### src/rtl/seg7_scan_display.sv
// -----------------------------------------------------------------------------
// seg7_scan_display
//   Time-multiplexed driver for a 4-digit common-anode 7-segment display.
//   Shows a 16-bit counter value as four hex digits. The value is latched once
//   per refresh frame so a frame is never torn. After each ripple-carry event,
//   the decimal point of digit 0 flashes for DP_FRAMES frames.
//
//   Parameters
//     SCAN_DIV   clk cycles per digit slot (>= 1)
//     DP_FRAMES  refresh frames the decimal point stays lit per Rc event (>= 1)
//
//   Ports
//     clk    in   system clock, rising edge
//     rst    in   asynchronous reset, active-high
//     cnt    in   [15:0] value to display, digit 0 = cnt[3:0]
//     Rc     in   counter ripple-carry, may be a single-cycle pulse
//     an     out  [3:0] digit enables, active-low, an[0] = rightmost digit
//     seg    out  [6:0] segments {g,f,e,d,c,b,a}, active-low
//     dp     out  decimal point, active-low
//     frame  out  single-cycle pulse at each frame boundary
//
//   Build option
//     LEADING_ZERO_BLANK_EN  when defined, digits above the most significant
//                            nonzero nibble are blanked. Digit 0 is never
//                            blanked.
// -----------------------------------------------------------------------------
module seg7_scan_display #(
   parameter int SCAN_DIV  = 50000,
   parameter int DP_FRAMES = 8
) (
   input  logic        clk,
   input  logic        rst,
   input  logic [15:0] cnt,
   input  logic        Rc,
   output logic [3:0]  an,
   output logic [6:0]  seg,
   output logic        dp,
   output logic        frame
);

   localparam int DIV_W  = (SCAN_DIV > 1) ? $clog2(SCAN_DIV) : 1;
   localparam int HOLD_W = $clog2(DP_FRAMES + 1);

   localparam logic [DIV_W-1:0]  DIV_LAST  = DIV_W'(SCAN_DIV - 1);
   localparam logic [HOLD_W-1:0] HOLD_LOAD = HOLD_W'(DP_FRAMES);

   // Hex digit to active-low {g,f,e,d,c,b,a}.
   function automatic logic [6:0] seg_decode(input logic [3:0] nib);
      seg_decode = 7'b1111111;
      case (nib)
         4'h0: seg_decode = 7'b1000000;
         4'h1: seg_decode = 7'b1111001;
         4'h2: seg_decode = 7'b0100100;
         4'h3: seg_decode = 7'b0110000;
         4'h4: seg_decode = 7'b0011001;
         4'h5: seg_decode = 7'b0010010;
         4'h6: seg_decode = 7'b0000010;
         4'h7: seg_decode = 7'b1111000;
         4'h8: seg_decode = 7'b0000000;
         4'h9: seg_decode = 7'b0010000;
         4'hA: seg_decode = 7'b0001000;
         4'hB: seg_decode = 7'b0000011;
         4'hC: seg_decode = 7'b1000110;
         4'hD: seg_decode = 7'b0100001;
         4'hE: seg_decode = 7'b0000110;
         4'hF: seg_decode = 7'b0001110;
         default: seg_decode = 7'b1111111;
      endcase
   endfunction

   // State
   logic [DIV_W-1:0]  div;
   logic [1:0]        idx;
   logic [15:0]       snap;
   logic              rc_flag;
   logic [HOLD_W-1:0] dp_hold;

   // Next-state values
   logic              tick;
   logic              boundary;
   logic [DIV_W-1:0]  div_next;
   logic [1:0]        idx_next;
   logic [15:0]       snap_next;
   logic              rc_next;
   logic [HOLD_W-1:0] hold_next;
   logic [3:0]        nibble;
   logic              blank;
   logic [3:0]        an_next;
   logic [6:0]        seg_next;
   logic              dp_next;

   // NOTE: every signal assigned in this always_comb gets a value on every
   // path (defaults first), otherwise synthesis infers a latch.
   always_comb begin
      tick      = (div == DIV_LAST);
      boundary  = tick && (idx == 2'd3);
      div_next  = tick ? '0 : div + 1'b1;
      // 2-bit index wraps 3 -> 0 on its own.
      idx_next  = tick ? idx + 2'd1 : idx;
      snap_next = boundary ? cnt : snap;

      // An Rc on the boundary cycle itself re-arms the flag, so that event
      // is serviced one frame later instead of being lost.
      rc_next   = Rc | (rc_flag & ~boundary);

      hold_next = dp_hold;
      if (boundary) begin
         if (rc_flag) begin
            hold_next = HOLD_LOAD;
         end else if (dp_hold != '0) begin
            hold_next = dp_hold - 1'b1;
         end
      end

      // Outputs are computed from the post-edge index and snapshot so they
      // move on the same edge as idx and show freshly latched data on a wrap.
      nibble = snap_next[3:0];
      case (idx_next)
         2'd0: nibble = snap_next[3:0];
         2'd1: nibble = snap_next[7:4];
         2'd2: nibble = snap_next[11:8];
         2'd3: nibble = snap_next[15:12];
         default: nibble = snap_next[3:0];
      endcase

      blank = 1'b0;
`ifdef LEADING_ZERO_BLANK_EN
      case (idx_next)
         2'd1: blank = (snap_next[15:4]  == 12'h000);
         2'd2: blank = (snap_next[15:8]  == 8'h00);
         2'd3: blank = (snap_next[15:12] == 4'h0);
         default: blank = 1'b0;
      endcase
`endif

      an_next  = blank ? 4'b1111 : ~(4'b0001 << idx_next);
      seg_next = blank ? 7'b1111111 : seg_decode(nibble);
      dp_next  = blank | ~((idx_next == 2'd0) && (hold_next != '0));
   end

   // NOTE: sequential state uses non-blocking assignments so every register
   // samples the pre-edge values, independent of statement order.
   always_ff @(posedge clk or posedge rst) begin
      if (rst) begin
         div     <= '0;
         idx     <= 2'd0;
         snap    <= 16'h0000;
         rc_flag <= 1'b0;
         dp_hold <= '0;
         an      <= 4'b1110;
         seg     <= 7'b1000000;
         dp      <= 1'b1;
         frame   <= 1'b0;
      end else begin
         div     <= div_next;
         idx     <= idx_next;
         snap    <= snap_next;
         rc_flag <= rc_next;
         dp_hold <= hold_next;
         an      <= an_next;
         seg     <= seg_next;
         dp      <= dp_next;
         frame   <= boundary;
      end
   end

endmodule

### config.mk
export PLATFORM = sky130hd
export DESIGN_NAME = seg7_scan_display
export DESIGN_NICKNAME = d
export VERILOG_FILES = /design/src/rtl/seg7_scan_display.sv
export SDC_FILE = /design/constraint.sdc
export NUM_CORES = 1
export LEC_CHECK = 0
export ABC_CLOCK_PERIOD_IN_PS = 4500
export BUFFER_PORTS_ARGS = -buffer_cell sky130_fd_sc_hd__buf_4
export CORE_ASPECT_RATIO = 0.8
export CORE_MARGIN = 5
export CORE_UTILIZATION = 30
export DETAILED_ROUTE_END_ITERATION = 12
export GPL_ROUTABILITY_DRIVEN = 0
export PLACE_DENSITY = 0.55
export SETUP_SLACK_MARGIN = 0.4
export SLEW_MARGIN = 20
export SYNTH_ARGS = -nofsm -noshare
export SYNTH_HDL_FRONTEND = slang
export SYNTH_SLANG_ARGS = --single-unit
### constraint.sdc
create_clock -name clk -period 4.5 [get_ports clk]
set_clock_uncertainty 0.2 [all_clocks]
set_input_delay 0.45 -clock clk [delete_from_list [all_inputs] [get_ports clk]]
set_output_delay 0.45 -clock clk [all_outputs]
set_load 0.02 [all_outputs]
==> results of run 1 <==
synth_stat cells (all sizes together):
cell     number
and3          1
nor3b         1
nand3         6
o32ai         1
mux2         18
mux2i        12
o2bb2ai       1
o21ai         6
nor4          3
nand4         3
nand3b        2
clkbuf        2
dfstp         5
o22ai         3
nand2        21
or4           3
a21o          1
a21oi         3
o41ai         1
o31ai         2
or3           1
nor2         15
nor2b         4
xor2         10
o221ai        1
ha            9
nand2b        2
nand4b        1
a31oi         3
nand4bb       1
nor3          2
mux4          1
inv          12
dfrtp        47
buf           5
xnor2         4
and4          1
state kept, by name (all words and copies together) (netlist names):
name and count:
an 4, rc_flag 1, dp_hold 4, snap 16
dp 1, div 16, frame 1, idx 2
seg 7
metrics by stage:
step                area, um^2  power (mW)  cells  hold WS, ns  utilization
floorplan                 2520       0.521    214        0.232            -
global placement          2870       0.545    353        0.253        0.344
detailed placement        2870       0.546    353        0.253        0.344
CTS                       2990       0.894    361       0.0947        0.358
global route              2990       0.923    361       0.0916        0.358
finish                    2990       0.880    361       0.0988        0.358
worst min-delay path, cell delays in order:
cell and delay (ns):
buf_4 0.11, inv_2 0.03, buf_4 0.52
routing by layer:
layer / vias up / global-route usage
li1: 809 / -
met1: 783 / 0.136
met2: 26 / 0.145
met3: 7 / 0.0336
met4: 0 / 0.0360
met5: - / 0
final cells by class:
| class | count | area [um^2] | share of cell area |
|---|---|---|---|
| clock inverters | 2 | 38.8 | 0.0130 |
| clock buffers | 6 | 82.6 | 0.0276 |
| inverters | 12 | 45.0 | 0.0151 |
| repair buffers | 34 | 255 | 0.0855 |
| multi-input cells | 143 | 1120 | 0.374 |
| well taps | 112 | 140 | 0.0469 |
| flip-flops and latches | 52 | 1310 | 0.438 |
worst max-delay path by stage:
stage | startpoint | to | slack (ns)
3_5_place_dp | div[10]$_DFF_PP0_ | seg[3]$_DFF_PP0_ | 0.84
4_1_cts | div[10]$_DFF_PP0_ | seg[3]$_DFF_PP0_ | 0.83
2_1_floorplan | div[10]$_DFF_PP0_ | seg[3]$_DFF_PP0_ | 0.72
6_report | div[10]$_DFF_PP0_ | seg[3]$_DFF_PP0_ | 0.87
3_3_place_gp | div[10]$_DFF_PP0_ | seg[3]$_DFF_PP0_ | 0.92
5_1_grt | div[10]$_DFF_PP0_ | seg[3]$_DFF_PP0_ | 0.65
cells by family after synthesis:
family | count (synthesis)
AO/OA/AOI/OAI | 22
XOR/XNOR | 14
adder cells (fa/ha/maj) | 9
buffers and inverters | 19
flip-flops | 52
multiplexers | 31
AND/OR/NAND/NOR | 67
power by group:
group,total [mW],internal [mW],switching (mW)
Sequential,0.477,0.475,0.00195
Combinational,0.0573,0.0274,0.0299
Clock,0.346,0.182,0.164
==> flow_summary_export.csv, run 1 <==
group,metric,value,unit
run,cap_violations,0,
worst_setup_path,regToRegSetupSlack,0.87,ns
routing,viasPerCell,4.50,
clocking,path_clk_slew,0.10,ns
worst_setup_path,r2r_start,"div[10]$_DFF_PP0_",
final_layout,final_cell_mix,"dfrtp_1 (47), buf_4 (34), nand2_1 (21), mux2_2 (15), nor2_1 (15)",
routing,first_pass_iters,4,
global_route,grt_max_degree,53,
logic_synthesis,synthAdderAreaFrac,0.0446,
floorplan,rows,30,
place,io_buffers,31,
floorplan,core_area,8330,um^2
routing,route.met3.wl,197,um
sta,hold_violations,0,
worst_setup_path,cp_max_fo,9,
worst_setup_path,crit_path_top_delay_cell,"or4_4",
clocking,clock-sinks,52,
pwr,peakVddDrop,0.000131,V
worst_setup_path,cp_num_cells,9,
logic_synthesis,syn-cell-area,2520,um^2
floorplan,initial_core_util,0.303,
logic_synthesis,syn_nets,242,
floorplan,die_h,92.1,um
logic_synthesis,yosys.area_share.simple,0.148,
logic_synthesis,synth.distinct_cells,46,
clocking,clockRootBuffer,"clkbuf_8",
logic_synthesis,synth_seq_cells,52,
final_layout,diodes,0,
pwr,leakagePower,1.40,nW
routing,ant_nets,0,
routing,route.vias.total,1625,
final_layout,layout_commonest_cell,"dfrtp_1",
worst_setup_path,critPathCaptureType,"register",
final_layout,fin_nets,276,
global_route,grt_overflow,0,
routing,routed_wl,4770,um
sta,fin_tns_setup,0,ns
final_layout,drive_gt1_frac,0.297,
logic_synthesis,avgSynthCellArea,11.8,um^2
worst_setup_path,crit_type,"register to register",
status,outcome,"finished clean",
sta,setup_violations,0,
routing,drtIter0Drc,82,
final_layout,layout-area-overhead-vs-synth,18.3,%
clocking,numCtsBuffers,5,
logic_synthesis,synth_compound_area_frac,0.0555,
routing,highest_layer,"met4",
clocking,clk_path_buf_depth,2,
routing,wl_met1,2490,um
clocking,insertion_delay,0.32,ns
worst_setup_path,path_delay_family,"simple AND/OR/NAND/NOR gates",
sta,final.setup.worst_slack,0.869,ns
sta,max_slew_margin,0.563,
routing,detail_route.wl_per_cell,13.2,um
worst_setup_path,path_cells,"or4_4, nor4_4, mux2_2, nor2_1, a31oi_1, mux2i_2, inv_2, ha_1, mux4_2",
floorplan,ios,32,
worst_setup_path,max_stage_delay,0.60,ns
global_route,grt_first_pass_wirelength,8240,um
clocking,h-tree-depth,2,
worst_setup_path,worstPathRequired,4.50,ns
logic_synthesis,synth_top_family_by_area,"simple AND/OR/NAND/NOR gates",
logic_synthesis,synthCells,214,
clocking,postCtsHoldBufs,0,
global_route,antenna_found_initial,0,
logic_synthesis,synthMuxAreaShare,0.143,
clocking,cts_tree,"yes",
worst_setup_path,r2r_end,"seg[3]$_DFF_PP0_",
sta,worstMarginPinSlew,0.655,ns
clocking,post_cts_buffers,0,
sta,drv_slew,0,
floorplan,dieArea,10400,um^2
logic_synthesis,synth_xor_area_frac,0.0515,
final_layout,fillers,836,
routing,wl_met2,1980,um
logic_synthesis,yosysWarnings,0,
place,dp_slack,0.841,ns
sta,min_period,3.63,ns
floorplan,die_w,113,um
clocking,cts_resized,0,
logic_synthesis,synth.top_cells.by_area,"dfrtp_1 (47%), mux2_2 (6.7%), dfstp_2 (5.2%)",
pwr,p_per_area,295,nW/um^2
logic_synthesis,yosys.area.top_type,"dfrtp_1",
sta,max_freq,275,MHz
place,dpl.hpwl,3390,um
logic_synthesis,synth.top_cell.area_share,0.466,
sta,finalCritPeriodShare,0.807,
worst_setup_path,cp.arrival,3.63,ns
sta,rsz0062_at_grt,"no",
global_route,grtUsageTotal,0.0993,
global_route,grt_pass1_vias,1662,
routing,drc,0,
worst_hold_path,hp-class,"primary input to asynchronous set/reset pin",
worst_setup_path,start_kind,"register",
logic_synthesis,synth_seq_area_share,0.518,
worst_setup_path,worstRegToRegCells,9,
worst_setup_path,cp_num_buf_inv,1,
Note: power is estimated with default switching activity, not from simulation.
==> run 2: changes to the inputs <==
--- a/config.mk
+++ b/config.mk
@@ -5,7 +5,7 @@
 export SDC_FILE = /design/constraint.sdc
 export NUM_CORES = 1
 export LEC_CHECK = 0
-export ABC_CLOCK_PERIOD_IN_PS = 4500
+export ABC_CLOCK_PERIOD_IN_PS = 3400
 export BUFFER_PORTS_ARGS = -buffer_cell sky130_fd_sc_hd__buf_4
 export CORE_ASPECT_RATIO = 0.8
 export CORE_MARGIN = 5
==> constraint.sdc (replaced) <==
create_clock -name clk -period 3.4 [get_ports clk]
set_clock_uncertainty 0.2 [all_clocks]
set_input_delay 0.34 -clock clk [delete_from_list [all_inputs] [get_ports clk]]
set_output_delay 0.34 -clock clk [all_outputs]
set_load 0.02 [all_outputs]
==> run 2 against run 1 <==
Register-to-register slack got worse by 0.73 ns. Global-route usage rose by 0.81 points. Setup slack got worse by 0.73 ns. Wire length rose by 12%. Critical path type unchanged. Critical endpoint unchanged. Highest routed layer unchanged.
==> flow_summary_export.csv, run 2 (synthesized netlist as in run 1, its figures left out) <==
group,metric,value,unit
clocking,clock-sinks,52,
sta,finalCritPeriodShare,0.959,
pwr,peakVddDrop,0.000164,V
final_layout,drive_gt1_frac,0.420,
floorplan,rows,30,
floorplan,initial_core_util,0.303,
routing,first_pass_iters,4,
worst_hold_path,whs_path_depth,2,
worst_setup_path,regToRegSetupSlack,0.14,ns
worst_hold_path,hp-class,"primary input to register",
sta,hold_violations,0,
routing,detail_route.wl_per_cell,13.8,um
final_layout,final_cell_mix,"buf_4 (53), dfrtp_1 (47), nand2_1 (20), nor2_1 (15), mux2_2 (10)",
clocking,path_clk_slew,0.11,ns
worst_setup_path,cp.arrival,3.25,ns
pwr,finalPower,1.10,mW
global_route,grt_pass1_vias,1758,
final_layout,top_regs,"div (16), snap (16), seg (7)",
worst_setup_path,r2r_start,"div[11]$_DFF_PP0_",
final_layout,layout-area-overhead-vs-synth,31.5,%
worst_setup_path,max_stage_delay,0.56,ns
sta,max_freq,307,MHz
worst_setup_path,worstRegToRegCells,8,
global_route,grt_overflow,0,
worst_setup_path,worstPathRequired,3.39,ns
status,outcome,"finished clean",
sta,fin_tns_setup,0,ns
global_route,grt_max_degree,53,
routing,drc,0,
worst_setup_path,cp_num_buf_inv,1,
worst_setup_path,r2r_end,"seg[3]$_DFF_PP0_",
clocking,cts_tree,"yes",
worst_setup_path,critPathCaptureType,"register",
routing,viasPerCell,4.52,
worst_hold_path,holdPathEnd,"rc_flag$_DFF_PP0_",
worst_hold_path,min_from,"Rc",
clocking,clockRootBuffer,"clkbuf_8",
sta,min_period,3.26,ns
final_layout,fin_nets,301,
worst_setup_path,path_delay_family,"simple AND/OR/NAND/NOR gates",
clocking,clk_path_buf_depth,2,
sta,drv_slew,0,
worst_setup_path,crit_type,"register to register",
worst_setup_path,crit_path_top_delay_cell,"or4_4",
run,cap_violations,0,
global_route,antenna_found_initial,0,
floorplan,die_w,113,um
final_layout,layout_commonest_cell,"buf_4",
final_layout,fillers,822,
floorplan,ios,32,
global_route,grtUsageTotal,0.107,
clocking,numCtsBuffers,5,
sta,setup_violations,0,
routing,drtIter0Drc,69,
worst_setup_path,start_kind,"register",
pwr,p_per_area,331,nW/um^2
place,dpl.hpwl,3750,um
sta,worstMarginPinSlew,0.651,ns
final_layout,diodes,0,
pwr,leakagePower,1.57,nW
routing,ant_nets,0,
global_route,grt_first_pass_wirelength,9030,um
routing,routed_wl,5330,um
floorplan,dieArea,10400,um^2
sta,rsz0062_at_grt,"yes",
worst_setup_path,cp_max_fo,8,
worst_setup_path,path_cells,"or4_4, or4_4, mux2_4, mux2i_1, mux2_4, ha_1, inv_1, mux4_2",
floorplan,core_area,8330,um^2
clocking,insertion_delay,0.31,ns
final_layout,fin_util,0.398,
place,io_buffers,31,
routing,route.vias.total,1745,
floorplan,die_h,92.1,um
clocking,h-tree-depth,2,
sta,max_slew_margin,0.566,
sta,whs,0.00375,ns
[run 2: power breakdown]
| part | internal (mW) | switching [mW] | leakage [nW] |
|---|---|---|---|
| Clock | 0.152 | 0.221 | 0.0463 |
| Combinational | 0.0450 | 0.0478 | 0.876 |
| Sequential | 0.629 | 0.00294 | 0.645 |
[run 2: cell type report]
type                            instances  area, um^2  share of cell area
Tap cell                              112         140              0.0422
Sequential cell                        52        1310               0.394
Clock inverter                          3        27.5             0.00829
Multi-Input combinational cell        144        1280               0.384
Inverter                               12        47.5              0.0143
Timing Repair Buffer                   58         453               0.136
Clock buffer                            5        68.8              0.0207
[run 2: per-stage QoR]
step	cells	cell area, um^2	worst slack [ns]
after floorplan	214	2560	0.0131
after global placement	365	2980	0.126
after detailed placement	365	2990	0.0645
after CTS	383	3240	0.141
after global routing	386	3320	0.0750
final	386	3320	0.138
[run 2: worst register-to-register path, stage by stage (launching register included)]
cell and delay (ns):
dfrtp_1 0.42, or4_4 0.56, or4_4 0.53, mux2_4 0.24
mux2i_1 0.07, mux2_4 0.30, ha_1 0.32, inv_1 0.04
mux4_2 0.45
[run 2: worst max-delay path by stage]
| stage | startpoint | end | slack (ns) | depth (start not counted) |
|---|---|---|---|---|
| 2_1_floorplan | div[13]$_DFF_PP0_ | seg[3]$_DFF_PP0_ | 0.01 | 9 |
| 3_3_place_gp | div[11]$_DFF_PP0_ | seg[3]$_DFF_PP0_ | 0.13 | 8 |
| 3_5_place_dp | div[13]$_DFF_PP0_ | seg[3]$_DFF_PP0_ | 0.06 | 8 |
| 4_1_cts | div[11]$_DFF_PP0_ | seg[3]$_DFF_PP0_ | 0.14 | 9 |
| 5_1_grt | div[11]$_DFF_PP0_ | seg[3]$_DFF_PP0_ | 0.07 | 9 |
| 6_report | div[11]$_DFF_PP0_ | seg[3]$_DFF_PP0_ | 0.14 | 8 |
[run 2: repair_timing]
action,4_1_cts,5_1_grt
resized for setup,18,10
setup endpoints to repair,7,8
pin swaps,2,3
buffers inserted,8,3
cloned,1,0
hold buffers,1,0
hold endpoints to repair,47,0
[run 2: layer usage]
metal,routed length [um],track usage,vias up
li1,-,-,865
met1,2720,0.162,853
met2,2390,0.152,25
met3,176,0.0277,2
met4,40,0.0270,0
met5,0,0,-
==> run 3: changes to the inputs <==
--- a/config.mk
+++ b/config.mk
@@ -13,6 +13,7 @@
 export DETAILED_ROUTE_END_ITERATION = 12
 export GPL_ROUTABILITY_DRIVEN = 0
 export PLACE_DENSITY = 0.55
+export RECOVER_POWER = 100
 export SETUP_SLACK_MARGIN = 0.4
 export SLEW_MARGIN = 20
 export SYNTH_ARGS = -nofsm -noshare
==> run 3 against run 2 <==
The run now ends with max-capacitance violations, max-slew violations left. Design area decreased by 3.2%. Clock power about the same. Sequential share of layout area increased by 1.3 points. Total power decreased by 0.72%. Non-clock buffer count unchanged. Combinational power decreased by 8.2%. Die area unchanged. Critical endpoint unchanged. Largest power group unchanged.
==> flow_summary_export.csv, run 3 (synthesized netlist as in run 1, its figures left out) <==
group,metric,value,unit
final_layout,layout-area-overhead-vs-synth,27.3,%
routing,routed_wl,5370,um
global_route,grt_overflow,0,
floorplan,ios,32,
floorplan,die_w,113,um
worst_hold_path,whs_path_depth,2,
sta,whs,0.00290,ns
pwr,p_per_area,339,nW/um^2
routing,ant_nets,0,
clocking,numCtsBuffers,5,
sta,setup_violations,0,
place,dpl.hpwl,3750,um
clocking,clock-sinks,52,
pwr,sw_frac_of_total,0.249,
worst_setup_path,cp.arrival,3.28,ns
floorplan,die_h,92.1,um
sta,finalCritPeriodShare,0.966,
final_layout,drive_gt1_frac,0.307,
worst_setup_path,worstPathRequired,3.39,ns
pwr,peakVddDrop,0.000166,V
sta,worstMarginPinSlew,1.97,ns
final_layout,final_area,3210,um^2
final_layout,fillers,843,
floorplan,core_area,8330,um^2
routing,first_pass_iters,4,
clocking,h-tree-depth,2,
routing,drtIter0Drc,63,
sta,max_freq,304,MHz
routing,drc,0,
global_route,grtUsageTotal,0.107,
sta,fin_tns_setup,0,ns
clocking,clockRootBuffer,"clkbuf_8",
final_layout,layout.cells.non_filler,386,
worst_setup_path,critPathCaptureType,"register",
final_layout,layout_commonest_cell,"dfrtp_1",
final_layout,fin_nets,301,
pwr,power.share.sequential,0.580,
pwr,p_sw,0.271,mW
global_route,grt_pass1_vias,1758,
pwr,clockPowerShare,0.342,
routing,viasPerCell,4.54,
worst_setup_path,crit_type,"register to register",
sta,hold_violations,0,
global_route,grt_first_pass_wirelength,9030,um
floorplan,initial_core_util,0.303,
final_layout,final_cell_mix,"dfrtp_1 (47), buf_4 (34), nand2_1 (21), clkbuf_1 (19), nor2_1 (15)",
worst_hold_path,hp-class,"primary input to register",
clocking,insertion_delay,0.31,ns
worst_setup_path,cp_max_fo,8,
place,io_buffers,31,
global_route,grt_max_degree,53,
clocking,clk_path_buf_depth,2,
place,place_area,2990,um^2
pwr,power.internal,0.819,mW
place,place_inst,365,
floorplan,rows,30,
routing,route.vias.total,1754,
pwr,leakagePower,1.47,nW
pwr,p_comb_frac,0.078,
sta,drv_slew,53,
sta,min_period,3.29,ns
run,cap_violations,1,
worst_setup_path,start_kind,"register",
status,outcome,"finished, violations left",
final_layout,top_regs,"div (16), snap (16), seg (7)",
status,violations,"max-capacitance violations, max-slew violations",
routing,detail_route.wl_per_cell,13.9,um
sta,rsz0062_at_grt,"yes",
global_route,antenna_found_initial,0,
sta,max_slew_margin,-0.317,
clocking,path_clk_slew,0.11,ns
clocking,cts_tree,"yes",
worst_setup_path,worstRegToRegCells,8,
final_layout,diodes,0,
floorplan,dieArea,10400,um^2
-- run 3: cell types whose count changed in the layout (fill, tap and decap cells not counted), sizes merged --
cell	before	now
clkbuf	5	26
buf	57	36
-- run 3: what timing repair did --
action,CTS,global route
hold buffers,1,0
buffers inserted,8,3
pin swaps,2,3
endpoints found under the hold margin,47,0
resized for setup,18,10
cloned,1,0
endpoints found under the setup margin,7,8
-- run 3: final timing paths --
path	start	to	slack, ns
max in group asynchronous	rst	div[2]$_DFF_PP0_	0.84
min reg2reg	div[0]$_DFF_PP0_	div[0]$_DFF_PP0_	0.29
min	Rc	rc_flag$_DFF_PP0_	0.003
max	div[11]$_DFF_PP0_	seg[3]$_DFF_PP0_	0.11
min in group asynchronous	rst	div[15]$_DFF_PP0_	1.03
max reg2reg	div[11]$_DFF_PP0_	seg[3]$_DFF_PP0_	0.11
-- run 3: worst max-delay path, stage by stage, from the launching register on --
cell and delay (ns):
dfrtp_1 0.42, or4_4 0.56, or4_4 0.52, mux2_1 0.26
mux2i_1 0.08, mux2_4 0.30, ha_1 0.32, inv_1 0.04
mux4_2 0.45
-- run 3: per-layer routing --
layer	track usage	vias to the layer above	wire length, um
met5	0	-	0
met1	0.162	857	2730
li1	-	865	-
met2	0.152	30	2410
met4	0.0270	0	40
met3	0.0277	2	181
-- run 3: area by class of cell --
cell class / instances / area (um^2) / area share
Timing Repair Buffer: 58 / 374 / 0.116
Tap cell: 112 / 140 / 0.0436
Multi-Input combinational cell: 144 / 1250 / 0.389
Inverter: 12 / 45.0 / 0.0140
Clock inverter: 3 / 27.5 / 0.00856
Sequential cell: 52 / 1310 / 0.407
Clock buffer: 5 / 68.8 / 0.0214
-- run 3: power groups by stage --
stage / logic, mW / registers [mW] / clock network, mW
after CTS: 0.0909 / 0.633 / 0.386
after global routing: 0.0942 / 0.634 / 0.415
after detailed placement: 0.0819 / 0.644 / 0
after floorplan: 0.0389 / 0.651 / 0
after global placement: 0.0809 / 0.644 / 0
final: 0.0852 / 0.632 / 0.372
-- run 3: per-stage QoR --
stage,setup slack (ns),utilization,power (mW)
finish,0.114,0.386,1.09
global route,0.0624,0.386,1.14
CTS,0.141,0.389,1.11
detailed placement,0.0645,0.358,0.726
global placement,0.126,0.358,0.725
floorplan,0.0131,-,0.690
